File: src/rtl/ad4003_pkg.sv
// Shared definitions for the AD4003 acquisition path: sample width, control states and the
// packed AXI-Stream word layout used by the deserializer and downstream unpacking.
package ad4003_pkg;

  localparam int unsigned ADC_DATA_WIDTH = 18;

  // Stream word layout: {ch[5:0], frame[7:0], sample[17:0]}
  localparam int unsigned CH_LSB   = 26;
  localparam int unsigned FCNT_LSB = 18;
  localparam int unsigned FCNT_W   = 8;
  localparam int unsigned DATA_LSB = 0;

  typedef enum logic [1:0] {
    IDLE,
    ARMED,
    WAIT_FRM,
    SEND
  } acq_state_e;

endpackage

File: src/rtl/ad4003_trig_detect.sv
// Start-pulse generation for an armed acquisition: immediate start or rising edge of hw_trig.
module ad4003_trig_detect (
  input  logic adc_read_clk,
  input  logic rst,
  input  logic armed,
  input  logic trig_sel,
  input  logic hw_trig,
  output logic start
);

  logic hw_trig_q;

  // Tracks hw_trig continuously so a level already high at arm time is never seen as an edge.
  always_ff @(posedge adc_read_clk or posedge rst) begin
    if (rst) begin
      hw_trig_q <= 1'b0;
    end else begin
      hw_trig_q <= hw_trig;
    end
  end

  always_comb begin
    start = armed & (~trig_sel | (hw_trig & ~hw_trig_q));
  end

endmodule

File: src/rtl/ad4003_acq_ctrl.sv
// Acquisition controller: arms, triggers, decimates conversion frames and streams every channel
// of each kept frame as one 32-bit AXI-Stream word, with run-length and overrun tracking.
module ad4003_acq_ctrl
  import ad4003_pkg::*;
#(
  parameter int unsigned ADC_CHANNELS = 8,
  parameter int unsigned CH_IDX_W     = 6
) (
  input  logic                                   adc_read_clk,
  input  logic                                   rst,
  input  logic [ADC_DATA_WIDTH*ADC_CHANNELS-1:0] adc_data_arr,
  input  logic                                   adc_frame_strb,
  input  logic                                   arm,
  input  logic                                   stop,
  input  logic                                   trig_sel,
  input  logic                                   hw_trig,
  input  logic [15:0]                            cfg_decim,
  input  logic [31:0]                            cfg_nframes,
  output logic [31:0]                            m_axis_tdata,
  output logic                                   m_axis_tvalid,
  input  logic                                   m_axis_tready,
  output logic                                   m_axis_tlast,
  output logic                                   busy,
  output logic                                   armed,
  output logic                                   done,
  output logic                                   overrun,
  output logic [31:0]                            frame_count
);

  localparam int unsigned IDX_W = (ADC_CHANNELS > 1) ? $clog2(ADC_CHANNELS) : 1;
  localparam logic [CH_IDX_W-1:0] LAST_CH = CH_IDX_W'(ADC_CHANNELS - 1);

  acq_state_e state_q, state_d;
  logic [CH_IDX_W-1:0]       ch_idx_q, ch_idx_d;
  logic [31:0]               frame_count_q, frame_count_d;
  logic [15:0]               decim_cnt_q, decim_cnt_d;
  logic                      stop_pending_q, stop_pending_d;
  logic                      done_q, done_d;
  logic                      overrun_q, overrun_d;
  logic                      trig_sel_q;
  logic [15:0]               cfg_decim_q;
  logic [31:0]               cfg_nframes_q;
  logic [ADC_DATA_WIDTH-1:0] snapshot_q [ADC_CHANNELS];
  logic                      load_cfg;
  logic                      capture;
  logic                      start;
  logic                      beat;
  logic                      last_ch;
  logic [IDX_W-1:0]          ch_sel;

  ad4003_trig_detect u_trig_detect (
    .adc_read_clk (adc_read_clk),
    .rst          (rst),
    .armed        (state_q == ARMED),
    .trig_sel     (trig_sel_q),
    .hw_trig      (hw_trig),
    .start        (start)
  );

  always_comb begin
    beat    = (state_q == SEND) && m_axis_tready;
    last_ch = (ch_idx_q == LAST_CH);
    ch_sel  = ch_idx_q[IDX_W-1:0];
  end

  always_comb begin
    state_d        = state_q;
    ch_idx_d       = ch_idx_q;
    frame_count_d  = frame_count_q;
    decim_cnt_d    = decim_cnt_q;
    stop_pending_d = stop_pending_q;
    done_d         = done_q;
    overrun_d      = overrun_q;
    load_cfg       = 1'b0;
    capture        = 1'b0;

    if (adc_frame_strb && (state_q == WAIT_FRM || state_q == SEND)) begin
      decim_cnt_d = (decim_cnt_q == cfg_decim_q) ? 16'd0 : decim_cnt_q + 16'd1;
    end

    unique case (state_q)
      IDLE: begin
        if (arm) begin
          load_cfg       = 1'b1;
          done_d         = 1'b0;
          overrun_d      = 1'b0;
          frame_count_d  = 32'd0;
          decim_cnt_d    = 16'd0;
          stop_pending_d = 1'b0;
          state_d        = ARMED;
        end
      end
      ARMED: begin
        if (stop) begin
          state_d = IDLE;
        end else if (start) begin
          state_d = WAIT_FRM;
        end
      end
      WAIT_FRM: begin
        if (stop) begin
          done_d  = 1'b1;
          state_d = IDLE;
        end else if (adc_frame_strb && decim_cnt_q == 16'd0) begin
          capture  = 1'b1;
          ch_idx_d = '0;
          state_d  = SEND;
        end
      end
      SEND: begin
        if (stop) begin
          stop_pending_d = 1'b1;
        end
        if (adc_frame_strb) begin
          overrun_d = 1'b1;
        end
        if (beat) begin
          if (last_ch) begin
            frame_count_d = frame_count_q + 32'd1;
            ch_idx_d      = '0;
            // A stop arriving on the final beat itself also ends the run.
            if (stop_pending_q || stop ||
                (cfg_nframes_q != 32'd0 && frame_count_q + 32'd1 == cfg_nframes_q)) begin
              done_d  = 1'b1;
              state_d = IDLE;
            end else begin
              state_d = WAIT_FRM;
            end
          end else begin
            ch_idx_d = ch_idx_q + CH_IDX_W'(1);
          end
        end
      end
      default: state_d = IDLE;
    endcase
  end

  always_ff @(posedge adc_read_clk or posedge rst) begin
    if (rst) begin
      state_q        <= IDLE;
      ch_idx_q       <= '0;
      frame_count_q  <= 32'd0;
      decim_cnt_q    <= 16'd0;
      stop_pending_q <= 1'b0;
      done_q         <= 1'b0;
      overrun_q      <= 1'b0;
      trig_sel_q     <= 1'b0;
      cfg_decim_q    <= 16'd0;
      cfg_nframes_q  <= 32'd0;
    end else begin
      state_q        <= state_d;
      ch_idx_q       <= ch_idx_d;
      frame_count_q  <= frame_count_d;
      decim_cnt_q    <= decim_cnt_d;
      stop_pending_q <= stop_pending_d;
      done_q         <= done_d;
      overrun_q      <= overrun_d;
      if (load_cfg) begin
        trig_sel_q    <= trig_sel;
        cfg_decim_q   <= cfg_decim;
        cfg_nframes_q <= cfg_nframes;
      end
    end
  end

  always_ff @(posedge adc_read_clk or posedge rst) begin
    if (rst) begin
      for (int k = 0; k < ADC_CHANNELS; k++) begin
        snapshot_q[k] <= '0;
      end
    end else if (capture) begin
      for (int k = 0; k < ADC_CHANNELS; k++) begin
        snapshot_q[k] <= adc_data_arr[k*ADC_DATA_WIDTH +: ADC_DATA_WIDTH];
      end
    end
  end

  always_comb begin
    m_axis_tdata                                   = '0;
    m_axis_tdata[CH_LSB +: CH_IDX_W]               = ch_idx_q;
    m_axis_tdata[FCNT_LSB +: FCNT_W]               = frame_count_q[FCNT_W-1:0];
    m_axis_tdata[DATA_LSB +: ADC_DATA_WIDTH]       = snapshot_q[ch_sel];
    m_axis_tvalid                                  = (state_q == SEND);
    m_axis_tlast                                   = (state_q == SEND) && last_ch;
    busy                                           = (state_q != IDLE);
    armed                                          = (state_q == ARMED);
    done                                           = done_q;
    overrun                                        = overrun_q;
    frame_count                                    = frame_count_q;
  end

endmodule

File: config.mk
export PLATFORM = sky130hd
export DESIGN_NAME = ad4003_acq_ctrl
export DESIGN_NICKNAME = d
export VERILOG_FILES = /design/src/rtl/ad4003_pkg.sv /design/src/rtl/ad4003_trig_detect.sv /design/src/rtl/ad4003_acq_ctrl.sv
export SDC_FILE = /design/constraint.sdc
export NUM_CORES = 1
export LEC_CHECK = 0
export CAP_MARGIN = 10
export CORE_MARGIN = 2
export CORE_UTILIZATION = 30
export CTS_CLUSTER_SIZE = 10
export DETAILED_ROUTE_END_ITERATION = 6
export PLACE_DENSITY_LB_ADDON = 0.2
export SLEW_MARGIN = 40
export SYNTH_ARGS = -nofsm -noshare
export SYNTH_HDL_FRONTEND = slang
export SYNTH_SLANG_ARGS = --single-unit
File: constraint.sdc
create_clock -name adc_read_clk -period 12.76 [get_ports adc_read_clk]
set_input_delay 3.19 -clock adc_read_clk [delete_from_list [all_inputs] [get_ports adc_read_clk]]
set_output_delay 3.19 -clock adc_read_clk [all_outputs]
set_load 0.005 [all_outputs]
==> results of run 1 <==
layout make-up:
class	count	area, sq um
fillers	4068	25000
well taps	539	674
clock inverters	8	87.6
flip-flops and latches	253	6330
clock buffers	47	940
repair buffers	282	2810
multi-input cells	770	5990
inverters	8	42.5
worst max-delay path: cells and delay by family, from the launching register on:
family                 cells  cell delay (ns)
buffers and inverters      2             1.04
muxes                      2             0.92
DFF                        1             0.67
worst paths after layout:
path | depth (start not counted) | from | slack (ns) | to
worst max-delay path | 4 | ch_idx_q[0] | 6.39 | m_axis_tdata[17]
min in group asynchronous | 2 | rst | 3.25 | snapshot_q[102]
worst min-delay path | 2 | trig_sel_q | 0.48 | trig_sel_q
worst max register to register | 9 | frame_count[0] | 9.44 | state_q[1]
max in group asynchronous | 3 | rst | 8.36 | ch_idx_q[0]
worst min register to register | 2 | trig_sel_q | 0.48 | trig_sel_q
layout by cell type, fill, tap and decap left out, drive strengths merged, types with 3 or more instances in the layout:
cell type	instances
o21ai	61
mux2i	3
nand4	17
mux4	36
o211ai	3
and4	7
xnor2	46
nor3	13
nand2b	4
ha	4
clkinv	5
nor2	44
nor4	24
inv	10
and3	14
o31ai	17
dfrtp	253
clkdlybuf4s50	269
nand2	195
and2	12
mux2	163
nand3	26
a21o	3
clkbuf	47
buf	13
a21oi	16
xor2	33
logic make-up after synthesis:
kind of cell             after synthesis  share of synthesized area
AO/OA/AOI/OAI                        119                     0.0578
XOR/XNOR                              79                     0.0545
adder cells (fa/ha/maj)                4                    0.00394
buffers and inverters                 76                     0.0317
flip-flops                           253                      0.499
multiplexers                         202                      0.211
AND/OR/NAND/NOR                      366                      0.143
layer usage:
layer / part of all wire / global-route usage / up-vias
li1: - / - / 4396
met1: 0.44 / 0.223 / 4726
met2: 0.49 / 0.281 / 198
met4: 0.022 / 0.0528 / 6
met3: 0.045 / 0.0328 / 52
met5: 0.00093 / 0 / -
metrics by stage:
step	std cells	power [mW]	util	hold WS, ns
2_1_floorplan	1099	1.96	-	0.437
3_3_place_gp	1851	2.30	0.378	0.459
3_5_place_dp	1852	2.33	0.379	0.472
4_1_cts	1907	3.26	0.403	0.484
5_1_grt	1907	3.42	0.403	0.499
6_report	1907	3.20	0.403	0.478
where the power goes:
part	total, mW	switching, mW	internal [mW]
clock	0.897	0.363	0.534
sequential	1.32	0.203	1.11
combinational	0.983	0.413	0.570
total	3.20	0.980	2.22
sequential cells by signal, indices dropped and copies added (netlist names), 2 cells and up:
name	cells
cfg_nframes_q	32
ch_idx_q	6
snapshot_q	144
decim_cnt_q	16
state_q	2
cfg_decim_q	16
frame_count	32
==> key figures, run 1 <==
Global route
  • Initial antenna violation count: 3
  • First-pass GRT wire length: 57.9 mm
  • Largest net degree at the start of global routing: between 100 and 150
  • GR Util All Layers: 0.169
  • Number of global-route vias before repair: 9,828
  • Grt ovf: 0

Synth
  • EDFF count, synth: 0
  • Ys Warns: 0
  • Share of the yosys chip area belonging to registers: 0.499
  • Mean Syn Cell Area: 11.6 sq um
  • Post-synth top area share: 0.499
  • FF+latch count, synth: 253
  • List of most frequent post-synthesis cells: dfrtp_1 (253), nand2_1 (194), mux2_2 (131)
  • Ys flop type: dfrtp_1
  • Leading area contributor after synthesis: dfrtp_1
  • Post-synthesis instance area: 12,700 sq um
  • Synth Net Count: about 1,300
  • Asr flop ratio synth: 1.00
  • Largest cells by area after synthesis: dfrtp_1 (50%), mux2_2 (12%), mux4_2 (6.4%), nand2_1 (5.7%), xnor2_1 (3.2%)
  • Count leader, synth: dfrtp_1
  • Syn Inst Count: about 1,100
  • Library cells used by synthesis: 70

Floorplan
  • Initial Utilization: 0.303
  • Row count: 75
  • Die width: around 210 um
  • Core ar.: 41,900 sq um
  • DIE AREA: roughly 44,000 sq um
  • I/O pins: 270
  • Die Y: 210 um

Clock tree
  • Postcts setup bufs: 0
  • Clock buffer depth: 3
  • Cts hold-fix bufs: 0
  • Total CTS buffers: 34
  • CTS tree: yes
  • Resize count post-CTS: 0
  • Worst skew pair latency: 0.53 ns
  • Clk root buf: clkbuf_16
  • Number of H-tree levels: 2
  • Clock sinks: 253
  • Clk slew on worst S/H paths: 0.05 ns

Worst setup path
  • Crit Path Category: flip-flop to output pin
  • Worst Setup Start Kind: flip-flop
  • Worst Path Arrival: 3.18 ns
  • WP data required: 9.57 ns
  • Slowest cell on crit path: dfrtp_2
  • CP max stage delay: 0.67 ns
  • Worst setup EP type: output pin
  • Worst path cell trace: buf_4, mux4_2, mux2_2, clkdlybuf4s50_1
  • Crit Path Max Fanout: 26

STA
  • RSZ-0062 raised after global routing: no
  • Max-slew violation count: 0
  • Skew final: 0.0234 ns
  • # setup viols final: 0
  • Period minus WS final: 6.37 ns
  • Slew headroom: 0.507
  • Fmax: about 160 MHz
  • Final Cycle Share: 0.499
  • TNS Setup: 0 ns
  • Final worst slack: roughly 6.4 ns
  • Worst-Margin Slew: around 0.74 ns
  • Hold Violations, Final: 0

Place
  • DP Wirelength: 25.6 mm
  • Gpl congestion: 0.799
  • Pre-CTS setup slack: 6.73 ns
  • Placed cell area: 15,800 sq um
  • Port Buffers: 269

Worst hold path
  • HP Class: flip-flop to flip-flop

Power
  • Pwr Density: ~190 nW/um^2
  • Static Leakage: 7.09 nW
  • Maximum VDD drop: around 0.000088 V

Outcome
  • Status: completed

Routing
  • DR vias/cell: 4.92
  • Number of vias in the routed layout: 9,378
  • Initial DRC count: 584
  • Wirelength per Cell: a little under 20 um
  • Total Wirelength: 36.7 mm
  • Final ANT Viol Nets: 0
  • # DRC: 0
  • Pre-antenna DRT Iters: 5

Run
  • Number of max-cap violations: 0

Finish
  • Final Cell Area: 16,900 sq um
  • Diodes inserted: 0
  • Fin nets: 1,553
  • Area Growth Syn to Fin: 33.0%
  • Layout cells sized above 1: 0.191
Power figures use the tool's default switching activity.
==> run 2, diff against run 1 <==
- clock period: 12.76 -> 6.09 ns (I/O delays scaled with it)
==> run 2 against run 1 <==
Net effect:
- final area down 0.27%
- non-clock buffer count up 2
- critical path depth unchanged
- combinational power up 110%
- sequential power up 110%
- clock power up 92%
- sequential cell count unchanged
- clock skew down 0.011 ns
- worst hold slack worse by 0.0039 ns
- largest power group unchanged
==> key figures, run 2 (synthesis gave the netlist of run 1 again) <==
Outcome
  • Status: completed (unchanged)

Floorplan
  • Row count: 75 (unchanged)
  • Core ar.: 41,900 sq um (unchanged)
  • I/O pins: 270 (unchanged)
  • Die width: 210 um (unchanged)
  • Initial Utilization: 0.303 (unchanged)
  • DIE AREA: 44,000 sq um (unchanged)
  • Die Y: 210 um (unchanged)

Worst setup path
  • Worst Setup Start Kind: flip-flop (unchanged)
  • Worst Path Arrival: 3.11 ns (was 3.18 ns)
  • Crit Path Max Fanout: 22 (was 26)
  • RR Startpoint: frame_count[0] (unchanged)
  • WP data required: 4.57 ns (was 9.57 ns)
  • Worst setup EP type: output pin (unchanged)
  • CP Launch Point: ch_idx_q[0] (unchanged)
  • Crit Path Category: flip-flop to output pin (unchanged)

Power
  • Pint: 4.53 mW (was 2.22 mW)
  • Switching Power: 2.01 mW (was 980 uW)
  • Static Leakage: 7.06 nW (was 7.09 nW)
  • Sw frac: 0.307 (was 0.306)
  • Pwr Density: 388 nW/um^2 (was 189 nW/um^2)
  • Clk pwr share: 0.263 (was 0.281)
  • Combinational power share: 0.313 (was 0.307)
  • Maximum VDD drop: 0.000260 V (was 0.0000882 V)
  • Sequential power share: 0.424 (was 0.412)

Clock tree
  • Postcts setup bufs: 0 (unchanged)
  • Clock buffer depth: 3 (unchanged)
  • Clk slew on worst S/H paths: 0.06 ns (was 0.05 ns)
  • Worst skew pair latency: 0.58 ns (was 0.53 ns)
  • Clock sinks: 253 (unchanged)
  • Total CTS buffers: 31 (was 34)
  • Cts hold-fix bufs: 0 (unchanged)
  • CTS tree: yes (unchanged)
  • Resize count post-CTS: 0 (unchanged)
  • Clk root buf: clkbuf_16 (unchanged)
  • Number of H-tree levels: 1 (was 2)

STA
  • Fmax: 216 MHz
  • Worst-Margin Slew: 0.832 ns (was 0.737 ns)
  • Hold Violations, Final: 0 (unchanged)
  • Max-slew violation count: 0 (unchanged)
  • RSZ-0062 raised after global routing: no (unchanged)
  • Final Cycle Share: 0.761
  • Slew headroom: 0.445 (was 0.507)
  • Period minus WS final: 4.63 ns
  • # setup viols final: 0 (unchanged)
  • Skew final: 0.0127 ns (was 0.0234 ns)
  • TNS Setup: 0 ns (unchanged)

Finish
  • Layout filler cell count: 4,041 (was 4,068)
  • Highest-count cells in the layout ignoring fill and taps: clkdlybuf4s50_1 (269), dfrtp_1 (251), nand2_1 (194) (unchanged)
  • Layout cells sized above 1: 0.188 (was 0.191)
  • Fin nets: 1,552 (was 1,553)
  • Final Cell Area: 16,800 sq um (was 16,900 sq um)
  • Largest register FFs: 144 (unchanged)
  • Biggest register: snapshot_q (unchanged)
  • Area Growth Syn to Fin: 32.6% (was 33.0%)
  • Most common cell after layout, fill and taps aside: clkdlybuf4s50_1 (unchanged)

Global route
  • Largest net degree at the start of global routing: 145 (was 123)
  • GR Util All Layers: 0.166 (was 0.169)
  • Grt ovf: 0 (unchanged)
  • Number of global-route vias before repair: 9,607 (was 9,828)
  • Initial antenna violation count: 4 (was 3)
  • First-pass GRT wire length: 57.1 mm (was 57.9 mm)

Place
  • DP Wirelength: 25.8 mm (was 25.6 mm)
  • Port Buffers: 269 (unchanged)
  • Gpl congestion: 0.782 (was 0.799)
  • Placed cell area: 15,900 sq um (was 15,800 sq um)

Routing
  • # DRC: 0 (unchanged)
  • Total Wirelength: 36.6 mm (was 36.7 mm)
  • DR vias/cell: 4.87 (was 4.92)
  • Number of vias in the routed layout: 9,282 (was 9,378)
  • Initial DRC count: 402 (was 584)
  • Final ANT Viol Nets: 0 (unchanged)
  • Wirelength per Cell: 19.2 um (about the same)
  • Pre-antenna DRT Iters: 5 (unchanged)

Run
  • Number of max-cap violations: 0 (unchanged)

Worst hold path
  • HP Class: flip-flop to flip-flop (unchanged)
  • Hold path startpoint: trig_sel_q (unchanged)
==> run 2: layout make-up <==
| cell class | count | area [sq um] | area share |
|---|---|---|---|
| well taps | 539 | 674 | 0.0401 |
| flip-flops and latches | 253 | 6340 | 0.376 |
| clock inverters | 3 | 30.0 | 0.00178 |
| diodes | 3 | 7.51 | 0.000446 |
| inverters | 8 | 33.8 | 0.00201 |
| repair buffers | 284 | 2870 | 0.171 |
| multi-input cells | 770 | 5990 | 0.356 |
| clock buffers | 47 | 896 | 0.0532 |
==> run 2: worst max-delay path, stage by stage, from the launching register on <==
cell and delay (ns):
dfrtp_2 0.74, buf_4 0.47, mux4_2 0.56, mux2_2 0.27
clkdlybuf4s50_1 0.46
==> run 2: layer usage <==
layer | GRT usage | share of wire | vias to the layer above
met5 | 0 | 0.00082 | -
met4 | 0.0320 | 0.010 | 4
met3 | 0.0344 | 0.053 | 29
met2 | 0.281 | 0.49 | 194
met1 | 0.222 | 0.45 | 4656
li1 | - | - | 4399
==> run 2: power groups by stage <==
| stage | logic, mW | registers (mW) | clock network (mW) |
|---|---|---|---|
| 3_5_place_dp | 2.07 | 2.81 | 0 |
| 6_report | 2.04 | 2.77 | 1.72 |
| 4_1_cts | 2.09 | 2.78 | 1.78 |
| 3_3_place_gp | 2.04 | 2.80 | 0 |
| 2_1_floorplan | 1.47 | 2.63 | 0 |
| 5_1_grt | 2.25 | 2.87 | 1.86 |
==> run 2: final timing paths <==
path | endpoint | slack (ns) | cells past startpoint
setup / recovery | m_axis_tdata[2] | 1.46 | 4
hold / removal | trig_sel_q | 0.47 | 2
setup reg to reg | state_q[1] | 2.78 | 9
hold reg to reg | trig_sel_q | 0.47 | 2
max in group asynchronous | snapshot_q[66] | 3.68 | 5
min in group asynchronous | stop_pending_q | 1.31 | 2
==> run 2: metrics by stage <==
step / hold slack (ns) / setup slack [ns] / utilization / std cells / total power [mW]
global placement: 0.458 / 1.90 / 0.379 / 1852 / 4.84
global route: 0.497 / 1.25 / 0.402 / 1904 / 6.98
CTS: 0.476 / 1.27 / 0.402 / 1904 / 6.65
floorplan: 0.437 / 1.24 / - / 1099 / 4.10
finish: 0.474 / 1.46 / 0.402 / 1907 / 6.54
detailed placement: 0.462 / 1.92 / 0.380 / 1854 / 4.88
